File: src/rtl/fpu_mul_post_if.sv
// fpu_mul_post_if -- issue/result bus of the single-precision multiply post-processor.
//   start        : operation issue strobe, qualifies opa/opb/rmode
//   opa, opb     : IEEE-754 single operands
//   rmode        : rounding mode (00 nearest-even, 01 zero, 10 +inf, 11 -inf)
//   out          : rounded result, valid while done=1 and held afterwards
//   done         : one-cycle result strobe
//   ovf/unf/ine/inv : overflow, underflow, inexact, invalid flags
// master drives the issue side (testbench / requester), slave is the post-processor.
interface fpu_mul_post_if;
    logic        start;
    logic [31:0] opa;
    logic [31:0] opb;
    logic [1:0]  rmode;
    logic [31:0] out;
    logic        done;
    logic        ovf;
    logic        unf;
    logic        ine;
    logic        inv;

    modport master (
        output start, opa, opb, rmode,
        input  out, done, ovf, unf, ine, inv
    );

    modport slave (
        input  start, opa, opb, rmode,
        output out, done, ovf, unf, ine, inv
    );
endinterface

File: src/rtl/fpu_mul_post.sv
// fpu_mul_post -- front/back end wrapped around an external LAT-cycle 24x24 multiplier.
// Decodes the operands, feeds the mantissas to the multiplier, carries sign, exponent sum,
// rounding mode and special-case class alongside it, then normalises, rounds and flags the
// product when it comes back.
//   clk, rst_n   : clock, asynchronous active-low reset
//   bus          : issue/result bus (slave side), see fpu_mul_post_if
//   mul_a, mul_b : combinational mantissas to the multiplier ({1,frac} or 0)
//   prod         : multiplier product, valid LAT cycles after the matching start
module fpu_mul_post #(
    parameter int unsigned LAT = 3
) (
    input  logic          clk,
    input  logic          rst_n,
    fpu_mul_post_if.slave bus,
    output logic [23:0]   mul_a,
    output logic [23:0]   mul_b,
    input  logic [47:0]   prod
);

    typedef enum logic [2:0] {
        ClsNorm,
        ClsZero,
        ClsInf,
        ClsNan,
        ClsNanInv
    } cls_e;

    typedef struct packed {
        logic       valid;
        logic       sign;
        logic [9:0] esum;   // two's complement ea+eb-127
        logic [1:0] rmode;
        cls_e       cls;
    } side_t;

    localparam logic [31:0] QNAN = 32'h7FC0_0000;

    // ---------------- operand decode ----------------
    logic [7:0]  ea, eb;
    logic [22:0] fa, fb;
    logic        a_zero, b_zero, a_inf, b_inf, a_nan, b_nan, a_snan, b_snan;

    assign ea = bus.opa[30:23];
    assign eb = bus.opb[30:23];
    assign fa = bus.opa[22:0];
    assign fb = bus.opb[22:0];

    // Denormals count as zero.
    assign a_zero = (ea == 8'd0);
    assign b_zero = (eb == 8'd0);
    assign a_inf  = (ea == 8'hFF) && (fa == 23'd0);
    assign b_inf  = (eb == 8'hFF) && (fb == 23'd0);
    assign a_nan  = (ea == 8'hFF) && (fa != 23'd0);
    assign b_nan  = (eb == 8'hFF) && (fb != 23'd0);
    assign a_snan = a_nan && !fa[22];
    assign b_snan = b_nan && !fb[22];

    assign mul_a = (a_zero || ea == 8'hFF) ? 24'd0 : {1'b1, fa};
    assign mul_b = (b_zero || eb == 8'hFF) ? 24'd0 : {1'b1, fb};

    side_t side_in;

    always_comb begin
        side_in       = '0;
        side_in.valid = bus.start;
        side_in.sign  = bus.opa[31] ^ bus.opb[31];
        side_in.esum  = {2'b00, ea} + {2'b00, eb} - 10'd127;
        side_in.rmode = bus.rmode;
        if (a_nan || b_nan) begin
            side_in.cls = (a_snan || b_snan) ? ClsNanInv : ClsNan;
        end else if ((a_inf && b_zero) || (b_inf && a_zero)) begin
            side_in.cls = ClsNanInv;
        end else if (a_inf || b_inf) begin
            side_in.cls = ClsInf;
        end else if (a_zero || b_zero) begin
            side_in.cls = ClsZero;
        end else begin
            side_in.cls = ClsNorm;
        end
    end

    // ---------------- side-band pipeline, matches multiplier depth ----------------
    side_t pipe_q [LAT];

    always_ff @(posedge clk or negedge rst_n) begin
        if (!rst_n) begin
            for (int i = 0; i < int'(LAT); i++) begin
                pipe_q[i] <= '0;
            end
        end else begin
            pipe_q[0] <= side_in;
            for (int i = 1; i < int'(LAT); i++) begin
                pipe_q[i] <= pipe_q[i-1];
            end
        end
    end

    side_t tail;
    assign tail = pipe_q[LAT-1];

    // ---------------- normalise, round, classify ----------------
    logic               hi, guard, sticky, inexact, inc;
    logic [22:0]        mant;
    logic [23:0]        mant_rnd;
    logic signed [10:0] exp_fin;
    logic [31:0]        inf_res, max_res, res;
    logic               res_ovf, res_unf, res_ine, res_inv;

    always_comb begin
        hi      = prod[47];
        mant    = hi ? prod[46:24] : prod[45:23];
        guard   = hi ? prod[23] : prod[22];
        sticky  = hi ? (|prod[22:0]) : (|prod[21:0]);
        inexact = guard | sticky;

        case (tail.rmode)
            2'b00:   inc = guard & (sticky | mant[0]);
            2'b01:   inc = 1'b0;
            2'b10:   inc = ~tail.sign & inexact;
            default: inc = tail.sign & inexact;
        endcase

        // A carry out of the 23-bit mantissa leaves mant_rnd[22:0] at zero already.
        mant_rnd = {1'b0, mant} + {23'd0, inc};
        exp_fin  = $signed({tail.esum[9], tail.esum}) + $signed({10'd0, hi})
                 + $signed({10'd0, mant_rnd[23]});

        inf_res = {tail.sign, 8'hFF, 23'd0};
        max_res = {tail.sign, 8'hFE, 23'h7F_FFFF};

        res     = '0;
        res_ovf = 1'b0;
        res_unf = 1'b0;
        res_ine = 1'b0;
        res_inv = 1'b0;

        case (tail.cls)
            ClsNan: begin
                res = QNAN;
            end
            ClsNanInv: begin
                res     = QNAN;
                res_inv = 1'b1;
            end
            ClsInf: begin
                res = inf_res;
            end
            ClsZero: begin
                res = {tail.sign, 31'd0};
            end
            default: begin
                if (exp_fin >= 11'sd255) begin
                    res_ovf = 1'b1;
                    res_ine = 1'b1;
                    case (tail.rmode)
                        2'b00:   res = inf_res;
                        2'b01:   res = max_res;
                        2'b10:   res = tail.sign ? max_res : inf_res;
                        default: res = tail.sign ? inf_res : max_res;
                    endcase
                end else if (exp_fin <= 11'sd0) begin
                    res_unf = 1'b1;
                    res_ine = 1'b1;
                    res     = {tail.sign, 31'd0};
                end else begin
                    res_ine = inexact;
                    res     = {tail.sign, exp_fin[7:0], mant_rnd[22:0]};
                end
            end
        endcase
    end

    // ---------------- result registers, held between done pulses ----------------
    logic [31:0] out_q;
    logic        done_q, ovf_q, unf_q, ine_q, inv_q;

    always_ff @(posedge clk or negedge rst_n) begin
        if (!rst_n) begin
            out_q  <= '0;
            done_q <= 1'b0;
            ovf_q  <= 1'b0;
            unf_q  <= 1'b0;
            ine_q  <= 1'b0;
            inv_q  <= 1'b0;
        end else begin
            done_q <= tail.valid;
            if (tail.valid) begin
                out_q <= res;
                ovf_q <= res_ovf;
                unf_q <= res_unf;
                ine_q <= res_ine;
                inv_q <= res_inv;
            end
        end
    end

    assign bus.out  = out_q;
    assign bus.done = done_q;
    assign bus.ovf  = ovf_q;
    assign bus.unf  = unf_q;
    assign bus.ine  = ine_q;
    assign bus.inv  = inv_q;

endmodule

File: src/flat_wrapper.sv
// flat-port wrapper written by rule: the top's interface ports become plain ports
module fpu_mul_post_flat 
#(
    parameter int unsigned LAT = 3
)
  (clk, rst_n, mul_a, mul_b, prod, bus_start, bus_opa, bus_opb, bus_rmode, bus_out, bus_done, bus_ovf, bus_unf, bus_ine, bus_inv);
  fpu_mul_post_if bus_i ();
  input  logic clk;
  input  logic rst_n;
  output logic [23:0] mul_a;
  output logic [23:0] mul_b;
  input  logic [47:0] prod;
  input wire logic [$bits(bus_i.start)-1:0] bus_start;
  input wire logic [$bits(bus_i.opa)-1:0] bus_opa;
  input wire logic [$bits(bus_i.opb)-1:0] bus_opb;
  input wire logic [$bits(bus_i.rmode)-1:0] bus_rmode;
  output wire logic [$bits(bus_i.out)-1:0] bus_out;
  output wire logic [$bits(bus_i.done)-1:0] bus_done;
  output wire logic [$bits(bus_i.ovf)-1:0] bus_ovf;
  output wire logic [$bits(bus_i.unf)-1:0] bus_unf;
  output wire logic [$bits(bus_i.ine)-1:0] bus_ine;
  output wire logic [$bits(bus_i.inv)-1:0] bus_inv;
  assign bus_i.start = bus_start;
  assign bus_i.opa = bus_opa;
  assign bus_i.opb = bus_opb;
  assign bus_i.rmode = bus_rmode;
  assign bus_out = bus_i.out;
  assign bus_done = bus_i.done;
  assign bus_ovf = bus_i.ovf;
  assign bus_unf = bus_i.unf;
  assign bus_ine = bus_i.ine;
  assign bus_inv = bus_i.inv;
  fpu_mul_post #(.LAT(LAT)) u_core (.clk(clk), .rst_n(rst_n), .bus(bus_i), .mul_a(mul_a), .mul_b(mul_b), .prod(prod));
endmodule
File: config.mk
export PLATFORM = sky130hd
export DESIGN_NAME = fpu_mul_post_flat
export DESIGN_NICKNAME = d
export VERILOG_FILES = /design/src/rtl/fpu_mul_post_if.sv /design/src/rtl/fpu_mul_post.sv /design/src/flat_wrapper.sv
export SDC_FILE = /design/constraint.sdc
export NUM_CORES = 1
export LEC_CHECK = 0
export CAP_MARGIN = 20
export CORE_MARGIN = 1.5
export CORE_UTILIZATION = 45
export CTS_CLUSTER_DIAMETER = 30
export DETAILED_ROUTE_END_ITERATION = 10
export PLACE_DENSITY = 0.81
export SYNTH_ARGS = -nofsm -noshare
export SYNTH_HDL_FRONTEND = slang
export SYNTH_SLANG_ARGS = --single-unit
File: constraint.sdc
create_clock -name clk -period 11.9 [get_ports clk]
set_clock_uncertainty 0.1 [all_clocks]
set_input_delay 3.57 -clock clk [delete_from_list [all_inputs] [get_ports clk]]
set_output_delay 3.57 -clock clk [all_outputs]
set_load 0.05 [all_outputs]
==> results.md <==
* Status: finished, final reports clean
* Syn Nets at roughly 700
* Placed Cells at 886
* Synth Register Bits at 88
* Combinational group share of total power at 0.401
* Worst slew pin tran at 1.01 ns
* Minimum clock period at 9.77 ns
* Worst path depth at 20
* Most common cell after layout, fill and taps aside: clkdlybuf4s50_1
* Final setup TNS at 0 ns
* ANT nets after route at 0
* RSZ-0062 raised after global routing: no
* Worst Path Arrival at 9.94 ns
* Post-Syn Area per Cell at ~9.6 sq um
* Period utilization at 0.821
* ANT cells at 0
* Reg2reg path depth at 18
* Switch Pwr at 426 uW
* RR Endpoint: u_core.bus.out[20]$_DFFE_PN0P_
* CTS-repair resized insts at 0
* Largest net degree at the start of global routing at 89
* FFs w/ async S/R, synth at 1.00
* Worst setup endpoint: u_core.bus.out[20]$_DFFE_PN0P_
* Fraction of layout cells with a size suffix above 1 at 0.0464
* Synth unique cells at 65
* Effective utilization at floorplan at 0.459
* CP max stage delay at 1.13 ns
* Gr usage total at 0.245
* DRT Pass-1 Iters at 5
* Core box area at 12000 sq um
* Post-synth EDFFs at 0
* DR iter-0 viols at between 300 and 400
* Final hold vios at 0
* Post-CTS Setup Bufs at 0
* Final net count at 884
* Total power at between 1000 and 1500 uW
* YS warnings at 0
* Via/cell ratio at ~5.8
* CTS Buf Count at 9
* Internal Pwr Total at 698 uW
* Leakage at approximately 0.0032 uW
* Endpoint type of the worst setup path: flip-flop
* Placer Congestion at 0.938
* Net Sw Frac at 0.379
* Area grow syn2layout at 42.4%
* Clock power frac at 0.243
* IO Count at 202
* Most frequent cells in the layout: 200 x clkdlybuf4s50_1, 88 x dfrtp_1, 50 x and3_1
* IO buf count at between 200 and 250
* Synth Instances at 571
* Drt drc at 0
* Row Count at 40
* Full die area at approximately 13000 sq um
* Startpoint types: input pin
* Total routed wirelength at 15.8 mm
* Root buffer cell: clkbuf_16
* Crit path cell chain: clkdlybuf4s50_1 -> a211oi_1 -> nand2_1 -> nor2_1 -> and2_1 -> o22ai_1 -> ha_1 -> nand3_1 -> nor4_2 -> and2_1 -> nand4b_1 -> fa_1 -> inv_1 -> ha_1 -> nand4_1 -> o31ai_1 -> nand4_1 -> nand2_1 -> and3_1 -> a221o_1
* Clock latency on the worst-skew pair at around 0.33 ns
* CTS tree: yes
* Chip Width at 113 um
* CTS Sinks at slightly below 90
* First-pass GRT wire length at between 20 and 30 mm
* Max-slew headroom at 0.326
* Worst reg2reg path startpoint: u_core.pipe_q[4]$_DFF_PN0_
* Top delay family on crit path: simple AND/OR/NAND/NOR gates
* Initial antenna violation count at 0
* Crit path required time at between 10 and 15 ns
* Grt total ovfl at 0
* Die H at 113 um
* Worst Path Buf+Inv at 2
* Hold Crit Class: flip-flop to flip-flop
* Final setup fails at 0
* Hold Buf Count CTS at 0
* Peak Freq at ~0.10 GHz
* Top_reg_cell synth: dfrtp_1
* Vias in the first global route at 5089
* Slew Viols, Final at 0
* Clk pin slew, worst setup/hold paths at ~0.060 ns
* Pwr Density at 144 nW/um^2
* Sequential share of power at 0.356
* Peak supply drop at 68.5 uV
* # Max-Cap Violations at 0
* Hpwl dp at approximately 12 mm
* Seq/Total Area, Yosys at 0.401
* Via count at 5263
* Flop2flop setup slack at 6.01 ns
* Mapped cell area at roughly 5500 sq um
* Routed length per placed instance at 17.5 um
* CP startpoint: prod[47]
* # H-tree levels at 3
* Worst path slowest cell: clkdlybuf4s50_1
* Critical path fanouts, max at 22
* Non-Filler Instances at between 900 and 1000
* Worst-case clock buffer depth at 2
* Critical path type: input pin to flip-flop
metrics by stage:
step,hold slack (ns),area (sq um),worst slack (ns),util
after detailed placement,0.235,7500,1.93,0.627
after CTS,0.246,7780,2.17,0.651
final,0.244,7810,2.13,0.653
after floorplan,0.231,5490,3.57,-
after global routing,0.251,7810,1.73,0.653
after global placement,0.232,7500,2.15,0.627
power by group through the flow:
stage               registers (uW)  logic, uW  clock network [uW]
finish                         400        450                 273
global route                   408        475                 290
CTS                            400        450                 278
detailed placement             406        447                   0
global placement               402        440                   0
floorplan                      508        180                   0
sequential cells by signal, summed over array words and instances, names as in the netlist:
signal and count:
u_core.bus.ine 1, u_core.inf_res 1, u_core.bus.ovf 1, u_core.pipe_q 50
u_core.bus.unf 1, u_core.bus.out 32, u_core.bus.done 1, u_core.bus.inv 1
cells in the mapped netlist (3+ instances only):
cell type  number  area, sq um
dfrtp_1        88         2200
and3_1         50          313
nand2_1        32          120
nor2_1         32          120
xor2_1         30          263
nand3_1        27          135
xnor2_1        23          201
mux2i_1        22          220
nand4_1        22          138
nor4_1         22          138
a221o_1        20          200
clkbuf_1       18         67.6
a21oi_1        17         85.1
inv_1          16         60.1
ha_1           14          175
o21ai_0        14         70.1
nor3_1         11         55.1
o22ai_1         8         50.1
a211oi_1        6         45.0
nor3b_1         6         45.0
buf_4           5         37.5
or2_2           5         31.3
or3_1           5         31.3
a21o_1          4         30.0
a31oi_1         4         25.0
and2_1          4         25.0
buf_2           4         20.0
buf_6           4         45.0
nand2b_1        4         25.0
o211ai_1        4         30.0
a22o_1          3         26.3
o21a_1          3         22.5
o21bai_1        3         22.5
o31ai_1         3         22.5
cells by family after synthesis:
kind of cell | after synthesis | synth area share
flops | 88 | 0.401
compound gates | 105 | 0.148
buf+inv | 51 | 0.0465
xor+xnor | 53 | 0.0846
mux | 24 | 0.0442
fa+ha+maj | 16 | 0.0392
simple gates | 234 | 0.237
area by class of cell:
class	instances	area, sq um
clock inverters	5	58.8
repair buffers	203	2040
fillers	934	4150
clock buffers	10	229
flip-flops and latches	88	2200
inverters	17	63.8
multi-input cells	432	3030
well taps	147	184
worst min path at each step:
| stage | from | to | slack [ns] | depth (start not counted) |
|---|---|---|---|---|
| 5_1_grt | u_core.pipe_q[21]$_DFF_PN0_ | u_core.pipe_q[4]$_DFF_PN0_ | 0.25 | 0 |
| 3_5_place_dp | u_core.pipe_q[30]$_DFF_PN0_ | u_core.pipe_q[13]$_DFF_PN0_ | 0.23 | 0 |
| 6_report | u_core.pipe_q[25]$_DFF_PN0_ | u_core.pipe_q[8]$_DFF_PN0_ | 0.24 | 0 |
| 4_1_cts | u_core.pipe_q[25]$_DFF_PN0_ | u_core.pipe_q[8]$_DFF_PN0_ | 0.25 | 0 |
| 3_3_place_gp | u_core.pipe_q[28]$_DFF_PN0_ | u_core.pipe_q[11]$_DFF_PN0_ | 0.23 | 0 |
| 2_1_floorplan | u_core.pipe_q[32]$_DFF_PN0_ | u_core.inf_res[31]$_DFF_PN0_ | 0.23 | 0 |
routing by layer:
metal  vias to the layer above  routed length (um)  global-route usage
met1                      2483                6020               0.284
met3                        33                1210              0.0537
li1                       2500                   -                   -
met4                         0                 420               0.100
met2                       247                8110               0.439
met5                         -                   0                   0
(Power assumes the default switching activity.)
